==> src/rtl/buffer_tile_reader.sv <==
// buffer_tile_reader
//   Read-side sequencer for buffer_file. A start pulse launches a run of N
//   consecutive tile reads from one buffer, always beginning at tile 0. Each
//   tile is presented on a valid/ready output port.
//
//   Handshake: a tile transfers in any cycle where tile_valid && tile_ready
//   at the rising clock edge. Once tile_valid is raised, tile_data,
//   tile_index and tile_last stay stable and tile_valid stays high until
//   that transfer happens.
//
//   Ports
//     clk, reset_n              clock, asynchronous active-low reset
//     start, buf_sel, num_tiles run request. Sampled only while idle.
//                               num_tiles of 0, or above TILE_COUNT, means
//                               TILE_COUNT tiles.
//     busy, done                run in progress / one-cycle completion pulse
//     buf_read_*                read strobe and buffer select to buffer_file
//     buf_reset_indices_*       read-index reset to buffer_file. Raised on
//                               the first read of a run only.
//     buf_read_data             tile data from buffer_file, valid in CAPTURE
//     buf_reading_done          buffer_file end-of-buffer flag
//     tile_valid/ready/data/index/last   output tile stream
//     err                       sticky buffer/index consistency error
//
//   Configuration macro: TILE_READER_CHECK_EN. When it is defined,
//   buf_reading_done is checked against the tile index. When it is
//   undefined, err is tied to 0.
//
//   Parameter defaults mirror accelerator_config_pkg: 8-bit elements,
//   4 elements per tile, 4 tiles per buffer.
module buffer_tile_reader #(
   parameter int DATA_WIDTH   = 8,
   parameter int TILE_SIZE    = 4,
   parameter int TILE_WIDTH   = TILE_SIZE * DATA_WIDTH,
   parameter int BUFFER_WIDTH = 4 * TILE_WIDTH,
   parameter int BUFFER_COUNT = 2,
   localparam int TILE_COUNT  = BUFFER_WIDTH / TILE_WIDTH,
   localparam int CW          = $clog2(TILE_COUNT + 1),
   localparam int BW          = $clog2(BUFFER_COUNT)
) (
   input  logic                  clk,
   input  logic                  reset_n,
   input  logic                  start,
   input  logic [BW-1:0]         buf_sel,
   input  logic [CW-1:0]         num_tiles,
   output logic                  busy,
   output logic                  done,
   output logic                  buf_read_enable,
   output logic [BW-1:0]         buf_read_buffer,
   output logic                  buf_reset_indices_enable,
   output logic [BW-1:0]         buf_reset_indices_buffer,
   input  logic [DATA_WIDTH-1:0] buf_read_data [0:TILE_SIZE-1],
   input  logic                  buf_reading_done,
   output logic                  tile_valid,
   input  logic                  tile_ready,
   output logic [DATA_WIDTH-1:0] tile_data [0:TILE_SIZE-1],
   output logic [CW-1:0]         tile_index,
   output logic                  tile_last,
   output logic                  err
);

   localparam logic [CW-1:0] TC    = CW'(TILE_COUNT);
   localparam logic [CW-1:0] TC_M1 = CW'(TILE_COUNT - 1);

   typedef enum logic [1:0] {
      ST_IDLE,
      ST_ISSUE,
      ST_CAPTURE,
      ST_HOLD
   } state_t;

   state_t                state_q, state_d;
   logic [BW-1:0]         sel_q, sel_d;
   logic [CW-1:0]         n_q, n_d;
   logic [CW-1:0]         cnt_q, cnt_d;
   logic                  first_q, first_d;
   logic                  done_q, done_d;
   logic                  valid_q, valid_d;
   logic                  last_q, last_d;
   logic [CW-1:0]         idx_q, idx_d;
   logic [DATA_WIDTH-1:0] data_q [0:TILE_SIZE-1];
   logic [DATA_WIDTH-1:0] data_d [0:TILE_SIZE-1];

   always_comb begin
      state_d = state_q;
      sel_d   = sel_q;
      n_d     = n_q;
      cnt_d   = cnt_q;
      first_d = first_q;
      done_d  = 1'b0;
      valid_d = valid_q;
      last_d  = last_q;
      idx_d   = idx_q;
      data_d  = data_q;
      case (state_q)
         ST_IDLE: begin
            if (start) begin
               sel_d   = buf_sel;
               n_d     = (num_tiles == '0 || num_tiles > TC) ? TC : num_tiles;
               cnt_d   = '0;
               first_d = 1'b1;
               state_d = ST_ISSUE;
            end
         end
         ST_ISSUE: begin
            first_d = 1'b0;
            state_d = ST_CAPTURE;
         end
         ST_CAPTURE: begin
            data_d  = buf_read_data;
            idx_d   = cnt_q;
            last_d  = (cnt_q == n_q - CW'(1));
            valid_d = 1'b1;
            state_d = ST_HOLD;
         end
         ST_HOLD: begin
            if (valid_q && tile_ready) begin
               valid_d = 1'b0;
               last_d  = 1'b0;
               cnt_d   = cnt_q + CW'(1);
               if (last_q) begin
                  done_d  = 1'b1;
                  state_d = ST_IDLE;
               end else begin
                  state_d = ST_ISSUE;
               end
            end
         end
         default: state_d = ST_IDLE;
      endcase
   end

   always_ff @(posedge clk or negedge reset_n) begin
      if (!reset_n) begin
         state_q <= ST_IDLE;
         sel_q   <= '0;
         n_q     <= '0;
         cnt_q   <= '0;
         first_q <= 1'b0;
         done_q  <= 1'b0;
         valid_q <= 1'b0;
         last_q  <= 1'b0;
         idx_q   <= '0;
         for (int i = 0; i < TILE_SIZE; i++) data_q[i] <= '0;
      end else begin
         state_q <= state_d;
         sel_q   <= sel_d;
         n_q     <= n_d;
         cnt_q   <= cnt_d;
         first_q <= first_d;
         done_q  <= done_d;
         valid_q <= valid_d;
         last_q  <= last_d;
         idx_q   <= idx_d;
         data_q  <= data_d;
      end
   end

`ifdef TILE_READER_CHECK_EN
   // In CAPTURE, buf_reading_done reflects the read issued in the previous
   // cycle. It must be high exactly when that read hit the last tile.
   logic err_q, err_d;

   always_comb begin
      err_d = err_q;
      if (state_q == ST_IDLE && start) begin
         err_d = 1'b0;
      end else if (state_q == ST_CAPTURE && (buf_reading_done != (cnt_q == TC_M1))) begin
         err_d = 1'b1;
      end
   end

   always_ff @(posedge clk or negedge reset_n) begin
      if (!reset_n) err_q <= 1'b0;
      else          err_q <= err_d;
   end

   assign err = err_q;
`else
   logic unused_reading_done;
   assign unused_reading_done = buf_reading_done ^ (TC_M1 == '0);
   assign err = 1'b0;
`endif

   // The buffer's strobes are decoded from state alone. This keeps them
   // glitch-free, and ISSUE never repeats back to back, so buffer_file
   // always sees a low gap before the next rising edge.
   assign busy                     = (state_q != ST_IDLE);
   assign done                     = done_q;
   assign buf_read_enable          = (state_q == ST_ISSUE);
   assign buf_reset_indices_enable = (state_q == ST_ISSUE) && first_q;
   assign buf_read_buffer          = busy ? sel_q : '0;
   assign buf_reset_indices_buffer = busy ? sel_q : '0;
   assign tile_valid               = valid_q;
   assign tile_data                = data_q;
   assign tile_index               = idx_q;
   assign tile_last                = last_q;

endmodule

==> config.mk <==
export PLATFORM = sky130hd
export DESIGN_NAME = buffer_tile_reader
export DESIGN_NICKNAME = d
export VERILOG_FILES = /design/src/rtl/buffer_tile_reader.sv
export SDC_FILE = /design/constraint.sdc
export NUM_CORES = 1
export LEC_CHECK = 0
export CORE_UTILIZATION = 43
export DETAILED_ROUTE_END_ITERATION = 16
export PLACE_DENSITY = 0.78
export SYNTH_ARGS = -nofsm -noshare
export SYNTH_HDL_FRONTEND = slang
export SYNTH_SLANG_ARGS = --single-unit
==> constraint.sdc <==
create_clock -name clk -period 2 [get_ports clk]
set_input_delay 0.4 -clock clk [delete_from_list [all_inputs] [get_ports clk]]
set_output_delay 0.4 -clock clk [all_outputs]
set_load 0.03 [all_outputs]
### After elaboration in Yosys (flattened, before gate mapping)

Cells that the tools add are included.

| word-level totals | value |
|---|---|
| register bits after elaboration | 48 |
| input bits | 41 |
| output and inout bits | 44 |
| logic and storage cells | 53 |

| operators by class | value |
|---|---|
| add/sub/neg operators | 2 |
| $lt $le $gt $ge | 1 |
| equal/unequal tests | 6 |
| muxes and demuxes | 17 |
| reductions and logical operators | 14 |

Operators with widths:

| operator | number |
|---|---|
| 3-bit two-way mux | 3 |
| 2-bit one-hot mux with 4 select lines | 1 |
| 2-bit AND reduction | 4 |
| 2-bit nonzero test | 4 |
| 1-bit two-way mux | 7 |
| 1-bit one-hot mux with 2 select lines | 3 |
| 3-bit one-hot mux with 2 select lines | 1 |
| 2-bit == test (second input constant) | 2 |
| 2-bit two-way mux | 2 |
| 2-bit inequality test (second input constant) | 2 |
| 3-bit by 1-bit adder with 3-bit output (second input constant) | 1 |
| 3-bit == test | 1 |
| 3-bit > comparator (second input constant) | 1 |
| 3-bit logical NOT | 1 |
| 3-bit AND reduction | 1 |
| 3-bit by 1-bit subtractor with 3-bit output (second input constant) | 1 |
| 2-bit by 1-bit == test with 1-bit output (second input constant) | 1 |
| 1-bit logical AND | 2 |
| 2-bit logical NOT | 1 |
| 1-bit logical OR | 1 |

### Depth between registers and ports, before layout

Gate-level depths: netlist of run 1.

| depth | value |
|---|---|
| depth after elaboration | 3 |
| depth in mapped cells | 6 |
| gate-level depth less buffers | 5 |

### Worst setup path before layout of run 1

OpenSTA, ideal clock, no wires.

| path | value |
|---|---|
| path kind | reg-to-output |
| start | register state_q[0] |
| end | output buf_reset_indices_buffer |
| arrival | 1,198 ps |
| data required time | 1,600 ps |
| setup slack | 402 ps |
| cell stages (with the launch flop) | 5 |
| buffers on the path | 1 |
| cell sequence | dfrtp_1 -> inv_1 -> ha_1 -> and2b_2 -> buf_4 |

| between the ends | value |
|---|---|
| cells in the longest elaborated chain, start to end | 2 |

Ends and longest elaborated chain:

| element | RTL line | source |
|---|---|---|
| start, declared | 72 | `state_t state_q, state_d;` |
| start signal, assigned | 146 | `state_q <= state_d;` |
| 2-bit nonzero test | 188 | `assign busy = (state_q != ST_IDLE);` |
| 1-bit two-way mux | n/a |  |
| end, declared | 51 | `output logic [BW-1:0] buf_reset_indices_buffer,` |

Every way passes these cells.

### Worst setup path after layout of run 1

| path | value |
|---|---|
| start | register state_q[1] |
| end | output buf_reset_indices_buffer |

| between the ends | value |
|---|---|
| cells in the longest elaborated chain, start to end | 2 |

Ends and longest elaborated chain:

| element | RTL line | source |
|---|---|---|
| 2-bit nonzero test | 188 |  |
| 1-bit two-way mux | 193 | `assign buf_reset_indices_buffer = busy ? sel_q : '0;` |

Every way passes these cells.

==> results.toml, run 1 <==
[sta]
clock.fmax_mhz = 525
fin_crit_ps = 1910
setup_viol = 0
drv_slew = 0
setup_tns_ps = 0
slew-limit-headroom_pct = 64.0
grt_setup_unrepaired = "false"
fin_skew_ps = 6.54
hold_viol_final = 0
post-route-period-util_pct = 95.3
worstMarginPinSlew_ps = 539

[synth]
postSynthCellCount = 162
synth_seq_cells = 48
yosysWarnings = 0
ys.flop_type = "dfrtp_1"
yosysTopAreaCellShare_pct = 56.3
synth_edf_count = 0
yosysTopAreaCell = "dfrtp_1"
seq_area_frac_synth_pct = 56.3
ys_types = 33
syn_nets = 210
avgSynthCellArea_sq_um = 13.2
netlist_area_sq_um = 2130
synth_area_leaders = "dfrtp_1 (56%), mux2_2 (19%), ha_1 (4.1%)"
async_flop_share_pct = 100

[drt]
vias_per_cell = 4.85
drc = 0
ant_nets = 0
wl_per_cell_um = 12.8
drt_iter0_drc = 41
dr.pass1.iters = 4
totalWireLength_um = 4040
num_vias = 1528

[cells_and_area]
fin_nets = 295
n_antenna_cell = 0
fin_cells = 315
drive_above_1_share_pct = 22.6
syn_to_final_growth_pct = 46.9

[global_route]
busiest_layer = "met2"
use_met2_pct = 27.3
grt-ovfl-total = 0
grtUsageTotal_pct = 16.4
grt_use_met1_pct = 20.6
grt_pass1_vias = 1495
antenna_found_initial = 0
grt_max_degree = 37
use_met3_pct = 5.00
grt_pass1_wl_um = 6690

[status]
status = "finished clean"

[setup_path]
critical-path-max-stage-delay_ps = 420
cp_max_fo = 6
worstSetupEndpointType = "output port"
cp.required_ps = 1600
cp_cell_sequence = "inv_1, ha_1, buf_4, and2b_2, buf_4"
arrival_ps = 1510
cp_common_cell = "buf_4"
startpoint_type = "flip-flop"
crit_slowest_cell = "dfrtp_1"
worst-setup-path-type = "flip-flop to output port"

[floorplanning]
ioPinCount = 85
core-area_sq_um = 4750
dieHeight_um = 72.5
initial_core_util_pct = 44.9
die-area_sq_um = 5250
num_rows = 25
die_x_um = 72.5

[power_and_ir_drop]
ir_drop_mv = 1.16
leakage_nw = 1.35
p_per_area_nw_per_um2 = 1720

[min_path]
min_path_type = "input port to asynchronous set/reset pin"

[cts]
cts_tree = "done"
post_cts_buffers = 0
path_clk_slew_ps = 90
cts_max_level = 2
clk_latency_ps = 290
cts_root_buf = "clkbuf_8"
clkSinkCount = 48
ctsHoldBuffers = 0
cts_made_buffers = 5
cts_buffer_depth = 2

[place]
routabilityCongestion = 0.785
dp_hpwl_um = 3030
io_buffers = 82
dpl.cell_count = 307

[job]
maxCapViolations = 0
[critical path, delay by kind of cell (launching register included)]
kind	cells	cell delay, ps
flops	1	420
fa+ha+maj	1	190
simple gates	1	220
buf+inv	3	380
[layout make-up]
type,instances,area (sq um)
Tap cell,67,83.8
Sequential cell,48,1200
Clock inverter,2,35.0
Timing Repair Buffer,87,870
Inverter,6,22.5
Clock buffer,6,72.6
Multi-Input combinational cell,99,851
Fill cell,389,1620
[power breakdown]
part	leakage (nW)	switching, mW	total (mW)	internal [mW]
registers	0.579	0.251	1.68	1.43
clock network	0.0552	0.302	0.673	0.371
logic	0.714	1.57	3.05	1.48
total	1.35	2.12	5.40	3.27
[cells in the mapped netlist, types with 2 or more instances]
| cell type | instances |
|---|---|
| nor2_1 | 2 |
| and2_1 | 2 |
| mux2_2 | 36 |
| buf_4 | 6 |
| nand2_1 | 9 |
| a21boi_0 | 2 |
| inv_1 | 6 |
| dfrtp_1 | 48 |
| ha_1 | 7 |
| o21ai_0 | 9 |
| xor2_1 | 2 |
| buf_2 | 3 |
| nand2b_1 | 4 |
| nand3_1 | 5 |
| a21oi_1 | 3 |
[timing repair]
item                       in CTS  in global routing
hold endpoints to repair        0                  0
setup endpoints to repair       3                  2
resized for setup               3                  1
pin swaps                       0                  0
cloned                          0                  0
[placed cells by master (no fill, tap or decap), types with 2 or more instances in the layout]
cell type,n
mux2_2,36
nand2b_1,4
buf_12,2
clkbuf_8,5
a21oi_1,3
dfrtp_1,48
nor2_1,2
o21ai_0,9
nand3_1,5
xor2_1,2
inv_1,5
ha_1,7
clkdlybuf4s50_1,76
dlygate4sd2_1,3
a21boi_0,2
nand2_1,9
and2_1,2
buf_4,5
[flip-flops by register name, indices dropped and copies added (netlist names)]
signal and flops:
cnt_q 3, tile_index 3, tile_valid 1, tile_data 32, state_q 2, first_q 1, done 1, sel_q 1
n_q 3, tile_last 1
[metrics by stage]
stage               hold slack, ps  setup WS [ps]  util, %  power, mW  instance area [sq um]
floorplan                      104            402        -       3.66                   2130
global placement               418            150     63.8       4.74                   3030
detailed placement             417            141     63.8       4.81                   3030
CTS                           90.4           63.3     65.9       5.47                   3140
global route                   124           5.26     65.9       5.73                   3140
finish                        80.6           94.1     65.9       5.40                   3140
[worst paths after layout]
path | from | endpoint | slack [ps] | cells past startpoint
hold reg to reg | n_q[1] | n_q[1] | 500 | 2
max in group asynchronous | reset_n | tile_data[24] | 1400 | 2
setup / recovery | state_q[1] | buf_reset_indices_buffer | 90 | 5
min in group clk | n_q[1] | n_q[1] | 500 | 2
hold / removal | reset_n | cnt_q[1] | 80 | 1
setup reg to reg | state_q[1] | state_q[1] | 430 | 6
[cell families after synthesis]
kind of cell | count (synthesis) | synth area share [%]
and+or+nand+nor | 32 | 8.62
xor gates and xnor gates | 3 | 1.88
DFF | 48 | 56.3
other | 1 | 0.176
muxes | 37 | 19.5
adders and majority gates | 7 | 4.10
buffers and inverters | 15 | 3.87
AOI/OAI and AO/OA | 19 | 5.57
[metal layers]
layer / wire, um / vias up
li1: - / 730
met1: 1710 / 728
met2: 1960 / 66
met3: 333 / 4
met4: 35 / 0
met5: 0 / -
Note: power is estimated with default switching activity, not from simulation.
==> run 2, diff against run 1 <==
- GPL_ROUTABILITY_DRIVEN: default -> 0
- GPL_TIMING_DRIVEN: default -> 1
==> results of run 2 <==
Same layout as run 1: the final DEF is identical, and so are final timing and power.
==> run 3, diff against run 2 <==
- CORE_ASPECT_RATIO: default -> 1.25
- CTS_BUF_LIST: default -> sky130_fd_sc_hd__clkbuf_4 sky130_fd_sc_hd__clkbuf_8 sky130_fd_sc_hd__clkbuf_16
==> run 3 against run 2 <==
  * Utilization decreased by 1.1 points
  * Combinational power about the same
  * Register-to-register slack is essentially flat
  * Clock-buffer cell count unchanged
  * Global-route usage increased by 0.75 points
  * Clock skew down 0.96 ps
  * Cell count fell by 1.9%
  * Sequential share of layout area is 0.54 points higher
  * Critical endpoint unchanged
==> results.toml, run 3 (synthesis gave the netlist of run 1 again) <==
[global_route]
use_met3_pct = 4.35
grtUsageTotal_pct = 17.2
grt-ovfl-total = 0
use_met2_pct = 31.0
busiest_layer = "met2"
antenna_found_initial = 0
grt_use_met1_pct = 19.7
grt_pass1_vias = 1566
grt_pass1_wl_um = 6890
grt_max_degree = 26

[cells_and_area]
multi_input_area_sq_um = 851
seqCellArea_sq_um = 1200
fin_nets = 297
utilization_pct = 64.9
final_common_cell = "clkdlybuf4s50_1"
fin_area_sq_um = 3090
n_antenna_cell = 0
layout_common_cells = "clkdlybuf4s50_1 (76), dfrtp_1 (48), mux2_2 (36)"
syn_to_final_growth_pct = 44.8
drive_above_1_share_pct = 22.9
nFillCells = 412
largest_reg_flops = 32

[drt]
vias_per_cell = 5.00
drt_iter0_drc = 32
num_vias = 1545
ant_nets = 0
wl_per_cell_um = 13.4
dr.pass1.iters = 4
totalWireLength_um = 4140
drc = 0

[cts]
path_clk_slew_ps = 80
cts_root_buf = "clkbuf_8"
cts_max_level = 2
clk_latency_ps = 290
cts_tree = "done"
ctsHoldBuffers = 0
cts_buffer_depth = 2
post_cts_buffers = 0
cts_made_buffers = 5
clkSinkCount = 48

[setup_path]
crit_family = "buffers and inverters"
cp_common_cell = "buf_4"
worstSetupEndpointType = "output port"
crit_buf_inv = 3
r2r-end = "state_q[1]"
cp_max_fo = 6
arrival_ps = 1520
critical-path-max-stage-delay_ps = 410
crit_slowest_cell = "dfrtp_1"
cp.required_ps = 1600
rrSetupSlack_ps = 440
worst-setup-path-type = "flip-flop to output port"
ff2ff_path_depth = 6
cp_cell_sequence = "inv_1, ha_1, buf_4, and2b_2, buf_4"
r2r_start = "state_q[0]"
startpoint_type = "flip-flop"

[sta]
clock.fmax_mhz = 522
drv_slew = 0
fin_crit_ps = 1920
grt_setup_unrepaired = "false"
hold_viol_final = 0
fin_skew_ps = 5.58
timing.hold.ws_ps = 14.7
post-route-period-util_pct = 95.9
setup_tns_ps = 0
setup_viol = 0

[power_and_ir_drop]
p_switching_mw = 2.13
seq_power_share_pct = 31.8
leakage_nw = 1.34
power_frac_comb_pct = 57.7
intPower_mw = 3.14
power_mw = 5.27
p_clk_share_pct = 10.5
p_per_area_nw_per_um2 = 1700
ir_drop_mv = 0.927
p_sw_share_pct = 40.4

[floorplanning]
ioPinCount = 85
dieHeight_um = 80.8
core-area_sq_um = 4760
die-area_sq_um = 5250
die_x_um = 65.0
num_rows = 28
initial_core_util_pct = 44.8

[place]
dp_hpwl_um = 3110
io_buffers = 82
placed_cell_area_sq_um = 3010

[status]
status = "finished clean"

[min_path]
min_path_type = "input port to asynchronous set/reset pin"

[job]
maxCapViolations = 0
-- run 3: worst reg2reg max path: stages (launching register included) --
cell and delay, ps:
dfrtp_1 390, inv_1 90, ha_1 210, buf_4 150
nor2b_4 140, a21oi_1 140, mux2_1 330
-- run 3: area by class of cell --
cell class / instances / share of cell area (%)
Tap cell: 60 / 2.43
Multi-Input combinational cell: 99 / 27.5
Clock inverter: 1 / 0.162
Sequential cell: 48 / 38.9
Clock buffer: 6 / 2.47
Timing Repair Buffer: 89 / 27.8
Inverter: 6 / 0.728
-- run 3: stage by stage --
| stage | setup WS (ps) | std cells |
|---|---|---|
| floorplan | 402 | 162 |
| global placement | 143 | 302 |
| detailed placement | 158 | 302 |
| CTS | 62.6 | 309 |
| global route | 22.9 | 309 |
| finish | 82.7 | 309 |
-- run 3: power by group through the flow --
stage | clock, mW | combinational [mW] | sequential [mW]
floorplan | 0 | 1.26 | 2.41
global placement | 0 | 3.05 | 1.68
detailed placement | 0 | 3.09 | 1.71
CTS | 0.577 | 3.08 | 1.68
global route | 0.616 | 3.25 | 1.75
finish | 0.552 | 3.04 | 1.67
-- run 3: per-layer routing --
layer,part of all wire [%],wire length [um],up-vias
met5,0,0,-
met4,1.0,42,0
li1,-,-,735
met1,41,1680,747
met2,51,2130,59
met3,7.0,289,4
-- run 3: how the worst max path moves through the flow --
| stage | from | endpoint | depth (start not counted) |
|---|---|---|---|
| after floorplan | state_q[0] | buf_reset_indices_buffer | 4 |
| after global placement | state_q[1] | buf_reset_indices_enable | 4 |
| after detailed placement | state_q[1] | buf_reset_indices_enable | 4 |
| after CTS | state_q[0] | buf_reset_indices_buffer | 5 |
| after global routing | state_q[1] | buf_reset_indices_enable | 4 |
| final | state_q[0] | buf_reset_indices_buffer | 5 |
-- run 3: repair_timing --
item,CTS,global route
endpoints found under the setup margin,3,1
gates resized for setup,3,1
hold endpoints to repair,0,0
